### config.mk
export PLATFORM = sky130hd
export DESIGN_NAME = serdes_fir_stream
export DESIGN_NICKNAME = d
export VERILOG_FILES = /design/src/rtl/serdes_fir_stream.sv
export SDC_FILE = /design/constraint.sdc
export NUM_CORES = 1
export LEC_CHECK = 0
export BUFFER_PORTS_ARGS = -buffer_cell sky130_fd_sc_hd__buf_2
export CAP_MARGIN = 15
export CORE_MARGIN = 2
export CORE_UTILIZATION = 35
export CTS_BUF_LIST = sky130_fd_sc_hd__clkbuf_8
export DETAILED_ROUTE_END_ITERATION = 8
export GPL_TIMING_DRIVEN = 0
export MAX_ROUTING_LAYER = met4
export PLACE_DENSITY_LB_ADDON = 0.08
export SLEW_MARGIN = 20
export SYNTH_ARGS = -nofsm -noshare
export SYNTH_HDL_FRONTEND = slang
export SYNTH_SLANG_ARGS = --single-unit
### constraint.sdc
create_clock -name clk -period 4.8 [get_ports clk]
set_input_delay 0.24 -clock clk [delete_from_list [all_inputs] [get_ports clk]]
set_output_delay 0.24 -clock clk [all_outputs]
set_load 0.005 [all_outputs]
### src/rtl/serdes_fir_stream.sv
// Bit-serial receive, N-tap saturating FIR, XOR scramble, small FIFO and bit-serial transmit.
// RX and TX run concurrently; a word arriving at a full FIFO is dropped and flagged on ovf.
//
//   state | meaning
//   IDLE  | outputs quiet, pop the FIFO into the TX shifter when it holds a word
//   SHIFT | drive one data bit per cycle with so_vld high
//   DONE  | one-cycle done pulse between words
module serdes_fir_stream #(
    parameter int              W          = 8,
    parameter int              TAPS       = 4,
    parameter logic [TAPS*4-1:0] COEFFS   = {4'd1, 4'd2, 4'd2, 4'd1},
    parameter int              SHIFT      = 2,
    parameter logic [W-1:0]    KEY        = W'(8'hA5),
    parameter int              FIFO_DEPTH = 2,
    parameter bit              MSB_FIRST  = 1'b1
) (
    input  logic clk,
    input  logic rst_n,
    input  logic ena,
    input  logic si,
    input  logic si_vld,
    output logic so,
    output logic so_vld,
    output logic done,
    output logic ovf
);
    localparam int CW = $clog2(W);
    localparam int AW = W + 4 + $clog2(TAPS);
    localparam int PW = $clog2(FIFO_DEPTH);

    localparam logic [1:0] IDLE  = 2'd0;
    localparam logic [1:0] SHIFT_ST = 2'd1;
    localparam logic [1:0] DONE  = 2'd2;

    logic [W-1:0]  rx_sh, rx_nxt;
    logic [CW-1:0] rx_cnt;
    logic          rx_done;
    logic [W-1:0]  dly [TAPS];
    logic [AW-1:0] acc, acc_sh;
    logic [W-1:0]  y;
    logic [W-1:0]  fir_q;
    logic          fir_vld;
    logic [W-1:0]  mem [FIFO_DEPTH];
    logic [PW:0]   wr_ptr, rd_ptr, occ;
    logic          full, empty, push, pop;
    logic [1:0]    state;
    logic [W-1:0]  tx_sh;
    logic [CW-1:0] tx_cnt;

    always_comb begin
        rx_nxt = MSB_FIRST ? {rx_sh[W-2:0], si} : {si, rx_sh[W-1:1]};
    end

    // dly[0] is loaded with the completed word itself, so the FIR sees x_0..x_{TAPS-1} one edge later
    always_ff @(posedge clk or negedge rst_n) begin
        if (!rst_n) begin
            rx_sh   <= '0;
            rx_cnt  <= '0;
            rx_done <= 1'b0;
            for (int k = 0; k < TAPS; k++) dly[k] <= '0;
        end else if (!ena) begin
            rx_sh   <= '0;
            rx_cnt  <= '0;
            rx_done <= 1'b0;
            for (int k = 0; k < TAPS; k++) dly[k] <= '0;
        end else begin
            rx_done <= 1'b0;
            if (si_vld) begin
                rx_sh <= rx_nxt;
                if (rx_cnt == CW'(W - 1)) begin
                    rx_cnt  <= '0;
                    rx_done <= 1'b1;
                    dly[0]  <= rx_nxt;
                    for (int k = 1; k < TAPS; k++) dly[k] <= dly[k-1];
                end else begin
                    rx_cnt <= rx_cnt + CW'(1);
                end
            end
        end
    end

    always_comb begin
        acc = '0;
        for (int k = 0; k < TAPS; k++)
            acc = acc + AW'(COEFFS[k*4 +: 4]) * AW'(dly[k]);
        acc_sh = acc >> SHIFT;
        y      = (|acc_sh[AW-1:W]) ? '1 : acc_sh[W-1:0];
    end

    always_ff @(posedge clk or negedge rst_n) begin
        if (!rst_n) begin
            fir_q   <= '0;
            fir_vld <= 1'b0;
        end else if (!ena) begin
            fir_q   <= '0;
            fir_vld <= 1'b0;
        end else begin
            fir_vld <= rx_done;
            if (rx_done) fir_q <= y;
        end
    end

    assign occ   = wr_ptr - rd_ptr;
    assign full  = (occ == (PW+1)'(FIFO_DEPTH));
    assign empty = (occ == '0);
    assign push  = fir_vld && !full;
    assign pop   = (state == IDLE) && !empty;

    always_ff @(posedge clk) begin
        if (push) mem[wr_ptr[PW-1:0]] <= fir_q ^ KEY;
    end

    always_ff @(posedge clk or negedge rst_n) begin
        if (!rst_n) begin
            wr_ptr <= '0;
            rd_ptr <= '0;
            ovf    <= 1'b0;
        end else if (!ena) begin
            wr_ptr <= '0;
            rd_ptr <= '0;
            ovf    <= 1'b0;
        end else begin
            if (push) wr_ptr <= wr_ptr + (PW+1)'(1);
            if (pop)  rd_ptr <= rd_ptr + (PW+1)'(1);
            if (fir_vld && full) ovf <= 1'b1;
        end
    end

    always_ff @(posedge clk or negedge rst_n) begin
        if (!rst_n) begin
            state  <= IDLE;
            tx_sh  <= '0;
            tx_cnt <= '0;
            so     <= 1'b0;
            so_vld <= 1'b0;
            done   <= 1'b0;
        end else if (!ena) begin
            state  <= IDLE;
            tx_sh  <= '0;
            tx_cnt <= '0;
            so     <= 1'b0;
            so_vld <= 1'b0;
            done   <= 1'b0;
        end else begin
            case (state)
                IDLE: begin
                    so     <= 1'b0;
                    so_vld <= 1'b0;
                    done   <= 1'b0;
                    if (!empty) begin
                        tx_sh  <= mem[rd_ptr[PW-1:0]];
                        tx_cnt <= CW'(W - 1);
                        state  <= SHIFT_ST;
                    end
                end
                SHIFT_ST: begin
                    so     <= MSB_FIRST ? tx_sh[tx_cnt] : tx_sh[CW'(W - 1) - tx_cnt];
                    so_vld <= 1'b1;
                    done   <= 1'b0;
                    if (tx_cnt == '0) state <= DONE;
                    else              tx_cnt <= tx_cnt - CW'(1);
                end
                DONE: begin
                    so     <= 1'b0;
                    so_vld <= 1'b0;
                    done   <= 1'b1;
                    state  <= IDLE;
                end
                default: begin
                    so     <= 1'b0;
                    so_vld <= 1'b0;
                    done   <= 1'b0;
                    state  <= IDLE;
                end
            endcase
        end
    end
endmodule

==> reports/metrics.yaml, run 1 <==
syn_area_sq_um: 4360
vias: 2648
cpPeakStageDelay_ns: 0.54
netlist.area_leader.share_pct: 41.9
drc_errors: 0
synth_enable_flop_cells: 16
grt_pass1_wl_microns: 14500
synth_warnings: 0
synth_cells: 370
cts-resized-gates: 0
timing.final.crit_share_pct: 68.1
startpoint: "dly[9]"
rsz0062_at_grt: "false"
crit_fanout: 5
cts_sinks: 89
drtPass1Iterations: 4
hold_path_class: "input pin to flip-flop"
cp.depth: 10
synth_top_cell_by_area: "dfrtp_1"
overflow: 0
syn-mean-instance-area_sq_um: 11.8
rrSetupSlack_ns: 1.53
synth_nets: 405
tightest_slew_ns: 0.729
fin_ws_ns: 1.53
die_h_microns: 116
power_mw: 1.59
grt_util_all_layers_pct: 14.7
peakVddDrop_mv: 0.131
cts_made_buffers: 9
synthTopCellsByArea: "dfrtp_1, edfxtp_1, fa_1"
io_buffer_count: 8
cp.arrival_ns: 3.50
die_x_microns: 116
cts.clk_slew.worst_paths_ns: 0.10
crit_path_end_kind: "flip-flop"
cp_cell_sequence: "inv_1, fa_1, fa_1, inv_1, ha_1, fa_1, nand3_1, a211oi_1, nor3_1, a21oi_1"
min_period_ns: 3.27
dp_hpwl_microns: 6020
yosysUniqueCellTypes: 45
critPathSlowestCell: "nor3_1"
place_ws_ns: 1.52
required_ns: 5.03
hold_viol_final: 0
start_util_pct: 36.1
crit_type: "flip-flop to flip-flop"
final_util_pct: 39.9
r2r-start: "dly[9]"
antenna_left: 0
fin_nets: 426
ioPinCount: 9
cts_tree: "yes"
hold_ws_ns: 0.133
rr_worst_depth: 10
root_buffer: "clkbuf_8"
setup_tns_ns: 0
rr_endpoint: "fir_q[0]"
max_clock_freq_mhz: 306
synth_seq_cells: 89
setup_viol: 0
yosysSeqAreaShare_pct: 53.0
finalMaxSlewViolations: 0
antenna_found_initial: 0
clock_path_buffers: 2
coreArea_sq_um: 12100
crit_path_start_kind: "flip-flop"
crit_family: "adder cells"
grt_max_degree: 55
drt_iter0_markers: 111
row_count: 40
clock_skew_ns: 0.0145
cp-endpoint: "fir_q[0]"
power.density_nw_per_um2: 330
status: "completed"
final_layout_size_suffix_gt1_share_pct: 10.4
htree_num_levels: 3
grt_pass1_vias: 2826
synthToLayoutAreaGrowth_pct: 10.4
ys.flop_type: "dfrtp_1"
gp_congestion: 0.744
async_flop_share_pct: 82.0
antenna_cells: 0
drt_wl_total_microns: 8310
crit_path_frequent_cell: "fa_1"
n_fill_cell: 1209
maxCapViolations: 0
path_buf_inv: 2
leakage_nw: 2.22
die_area_sq_um: 13400
viasPerCell: 4.70
slew_headroom_pct: 51.2
wl_per_cell_microns: 14.7
insertion_delay_ns: 0.37
-- cell families after synthesis --
group                    Yosys count  share of synthesized area [%]
multiplexers                      22                           5.69
XOR/XNOR                          10                           2.36
flip-flops                        89                           53.0
buffers and inverters             67                           6.00
AO/OA/AOI/OAI                     84                           14.6
AND/OR/NAND/NOR                   68                           7.18
adder cells (fa/ha/maj)           30                           11.2
-- sequential cells by signal, indices dropped and copies added, names as in the netlist --
signal,cells
state,2
fir_vld,1
so,1
ovf,1
rx_cnt,3
wr_ptr,2
tx_sh,8
rd_ptr,2
mem,16
done,1
rx_sh,7
dly,32
rx_done,1
so_vld,1
fir_q,8
tx_cnt,3
-- worst min path at each step --
stage | startpoint | to | cells after the start
CTS | si | dly[24] | 2
floorplan | rst_n | dly[0] | 0
global route | si | dly[24] | 2
global placement | fir_q[3] | mem[0][3] | 0
detailed placement | rst_n | done | 1
finish | si | dly[24] | 2
-- cells in the final DEF (no fill, tap or decap), types with 4 or more instances in the layout --
cell / netlist / final
xnor2_1: 5 / 5
buf_2: 2 / 9
fa_1: 15 / 15
nor2_1: 23 / 23
edfxtp_1: 16 / 16
a21oi_1: 15 / 15
o21ai_0: 8 / 8
o21ai_2: 9 / 9
inv_1: 52 / 55
mux2i_1: 18 / 18
nor3_1: 4 / 4
o21ai_1: 4 / 4
a22o_1: 32 / 32
nand3_1: 4 / 4
nand2_1: 20 / 20
clkbuf_8: 0 / 9
dfrtp_1: 73 / 73
clkbuf_1: 11 / 11
ha_1: 15 / 15
-- repair_timing --
item	4_1_cts	5_1_grt
hold buffers	1	0
setup buffers	0	0
endpoints found under the setup margin	0	0
endpoints found under the hold margin	19	0
-- synthesized netlist by cell type, types with 3 or more instances --
master    count
o21ai_2       9
and2_1        3
nor3_1        4
nand2_1      20
dfrtp_1      73
a22o_1       32
nand3_1       4
o21ai_0       8
clkbuf_1     11
a21o_1        3
nand2b_1      3
nor2b_1       3
xor2_1        3
o21ai_1       4
fa_1         15
edfxtp_1     16
a211oi_1      3
mux2i_1      18
a21oi_1      15
inv_1        52
xnor2_1       5
nor2_1       23
ha_1         15
-- layer usage --
metal	track usage, %	routed length [microns]	share of wire (%)	vias up
li1	-	-	-	1307
met1	18.5	3880	47	1299
met2	23.2	4100	49	31
met5	-	0	0	-
met4	6.43	159	1.9	0
met3	2.88	175	2.1	11
-- where the power goes --
group	leakage (nW)	total (mW)	switching, mW	internal (mW)
clock network	0.0911	0.453	0.269	0.184
registers	1.14	0.865	0.0484	0.817
logic	0.990	0.270	0.148	0.122
total	2.22	1.59	0.465	1.12
-- per-stage QoR --
step                cells  cell area (sq um)
CTS                   564               4810
floorplan             370               4360
global placement      546               4610
detailed placement    547               4640
finish                564               4810
global route          564               4810
-- area by class of cell --
| type | count | area, sq um | share of cell area [%] |
|---|---|---|---|
| timing repair buffer | 10 | 80.1 | 1.66 |
| inverter | 53 | 199 | 4.14 |
| clock inverter | 7 | 40.0 | 0.832 |
| multi-input combinational | 214 | 1790 | 37.2 |
| buffer | 14 | 62.6 | 1.30 |
| tap | 168 | 210 | 4.37 |
| sequential | 89 | 2310 | 48.0 |
| clock buffer | 9 | 124 | 2.57 |
Power figures use the tool's default switching activity.
==> inputs of run 2 (changes only) <==
==> constraint.sdc (replaced) <==
create_clock -name clk -period 2.8 [get_ports clk]
set_input_delay 0.14 -clock clk [delete_from_list [all_inputs] [get_ports clk]]
set_output_delay 0.14 -clock clk [all_outputs]
set_load 0.005 [all_outputs]
==> run 2 against run 1 <==
Effect of this change:
- clock power rose by 73%
- fmax rose by 19%
- global-route usage fell by 0.20 points
- setup slack got worse by 1.5 ns
- power rose by 72%
- non-clock buffer count rose by 9
- via count rose by 0.34%
- first-iteration DRC count fell by 1.8%
- hold slack got worse by 0.11 ns
- combinational power rose by 72%
- register-to-register slack got worse by 1.5 ns
- cell count rose by 1.6%
==> reports/metrics.yaml, run 2 (synthesis results as in run 1) <==
seq_area_sq_um: 2310
multi_input_area_sq_um: 1910
final_common_cell: "dfrtp_1"
grt_pass1_wl_microns: 14200
final_util_pct: 41.5
final_area_sq_um: 5010
die_area_sq_um: 13400
root_buffer: "clkbuf_8"
cts_made_buffers: 9
min-delay-start: "si"
power_mw: 2.73
stdcell_count: 573
die_h_microns: 116
final_layout_size_suffix_gt1_share_pct: 18.0
power.density_nw_per_um2: 545
peakVddDrop_mv: 0.234
max_clock_freq_mhz: 365
cp.arrival_ns: 3.04
drt_wl_total_microns: 8260
cts_tree: "yes"
rr_worst_depth: 10
required_ns: 3.10
r2r-start: "dly[9]"
rsz0062_at_grt: "true"
row_count: 40
clock_path_buffers: 2
leakage_nw: 2.25
drc_errors: 0
overflow: 0
tightest_slew_ns: 0.721
mostFrequentLayoutCells: "dfrtp_1, inv_1, a22o_1"
crit_path_start_kind: "flip-flop"
fin_ws_ns: 0.0591
antenna_left: 0
clock_skew_ns: 0.0132
drt_iter0_markers: 109
min_period_ns: 2.74
insertion_delay_ns: 0.37
grt_util_all_layers_pct: 14.5
slew_headroom_pct: 51.7
crit_path_end_kind: "flip-flop"
wl_per_cell_microns: 14.4
ioPinCount: 9
rr_endpoint: "fir_q[7]"
synthToLayoutAreaGrowth_pct: 15.0
viasPerCell: 4.64
hold_path_class: "input pin to flip-flop"
cts_sinks: 89
crit_type: "flip-flop to flip-flop"
grt_max_degree: 56
die_x_microns: 116
crit_fanout: 3
largest_reg_flops: 32
hold_viol_final: 0
dp_hpwl_microns: 5950
gp_congestion: 0.715
largest_register: "dly"
antenna_cells: 0
hold_path_depth: 2
cts.clk_slew.worst_paths_ns: 0.10
n_fill_cell: 1171
antenna_found_initial: 0
drtPass1Iterations: 4
place_area_sq_um: 4640
timing.final.crit_share_pct: 97.9
coreArea_sq_um: 12100
setup_tns_ns: 0
status: "completed"
grt_pass1_vias: 2834
place_inst: 547
vias: 2657
fin_nets: 435
start_util_pct: 36.1
hold_ws_ns: 0.0187
maxCapViolations: 0
rrSetupSlack_ns: 0.06
hold_path_end: "dly[24]"
htree_num_levels: 3
finalMaxSlewViolations: 0
place_ws_ns: -0.322
io_buffer_count: 8
setup_viol: 0
==> run 2: metal layers <==
layer	GRT usage, %	routed length, microns
met5	-	0
met4	4.82	115
met3	3.61	238
met2	24.2	4130
met1	17.3	3770
==> run 2: area by class of cell <==
| class | instances | share of cell area [%] |
|---|---|---|
| clock buffer | 9 | 2.47 |
| inverter | 53 | 3.97 |
| tap | 168 | 4.19 |
| buffer | 14 | 1.25 |
| timing repair buffer | 19 | 2.95 |
| clock inverter | 7 | 0.924 |
| multi-input combinational | 214 | 38.2 |
| sequential | 89 | 46.0 |
==> run 2: critical path: stages (launching register included) <==
cell	delay [ns]
dfrtp_1	0.38
inv_2	0.05
fa_1	0.52
fa_1	0.57
inv_2	0.05
ha_4	0.16
buf_4	0.14
a211oi_4	0.21
o211ai_1	0.15
a311o_1	0.38
nand3_1	0.08
==> run 2: power by group <==
part / switching (mW) / total [mW] / internal [mW] / leakage (nW)
logic: 0.256 / 0.464 / 0.208 / 1.02
registers: 0.0824 / 1.48 / 1.40 / 1.14
clock network: 0.463 / 0.784 / 0.321 / 0.0834
total: 0.802 / 2.73 / 1.93 / 2.25
==> run 2: worst max-delay path by stage <==
stage	from	to	slack, ns
2_1_floorplan	dly[9]	fir_q[0]	0.005
3_5_place_dp	dly[9]	fir_q[0]	-0.32
3_3_place_gp	dly[9]	fir_q[0]	-0.29
4_1_cts	dly[12]	fir_q[1]	0.02
5_1_grt	dly[9]	fir_q[0]	-0.04
6_report	dly[9]	fir_q[7]	0.06
==> run 2: timing repair <==
item,CTS,global route
hold buffers,1,0
hold endpoints to repair,73,0
resized for setup,11,14
setup endpoints to repair,8,8
buffers inserted,3,6
gates cloned,0,0
pin swaps,7,15
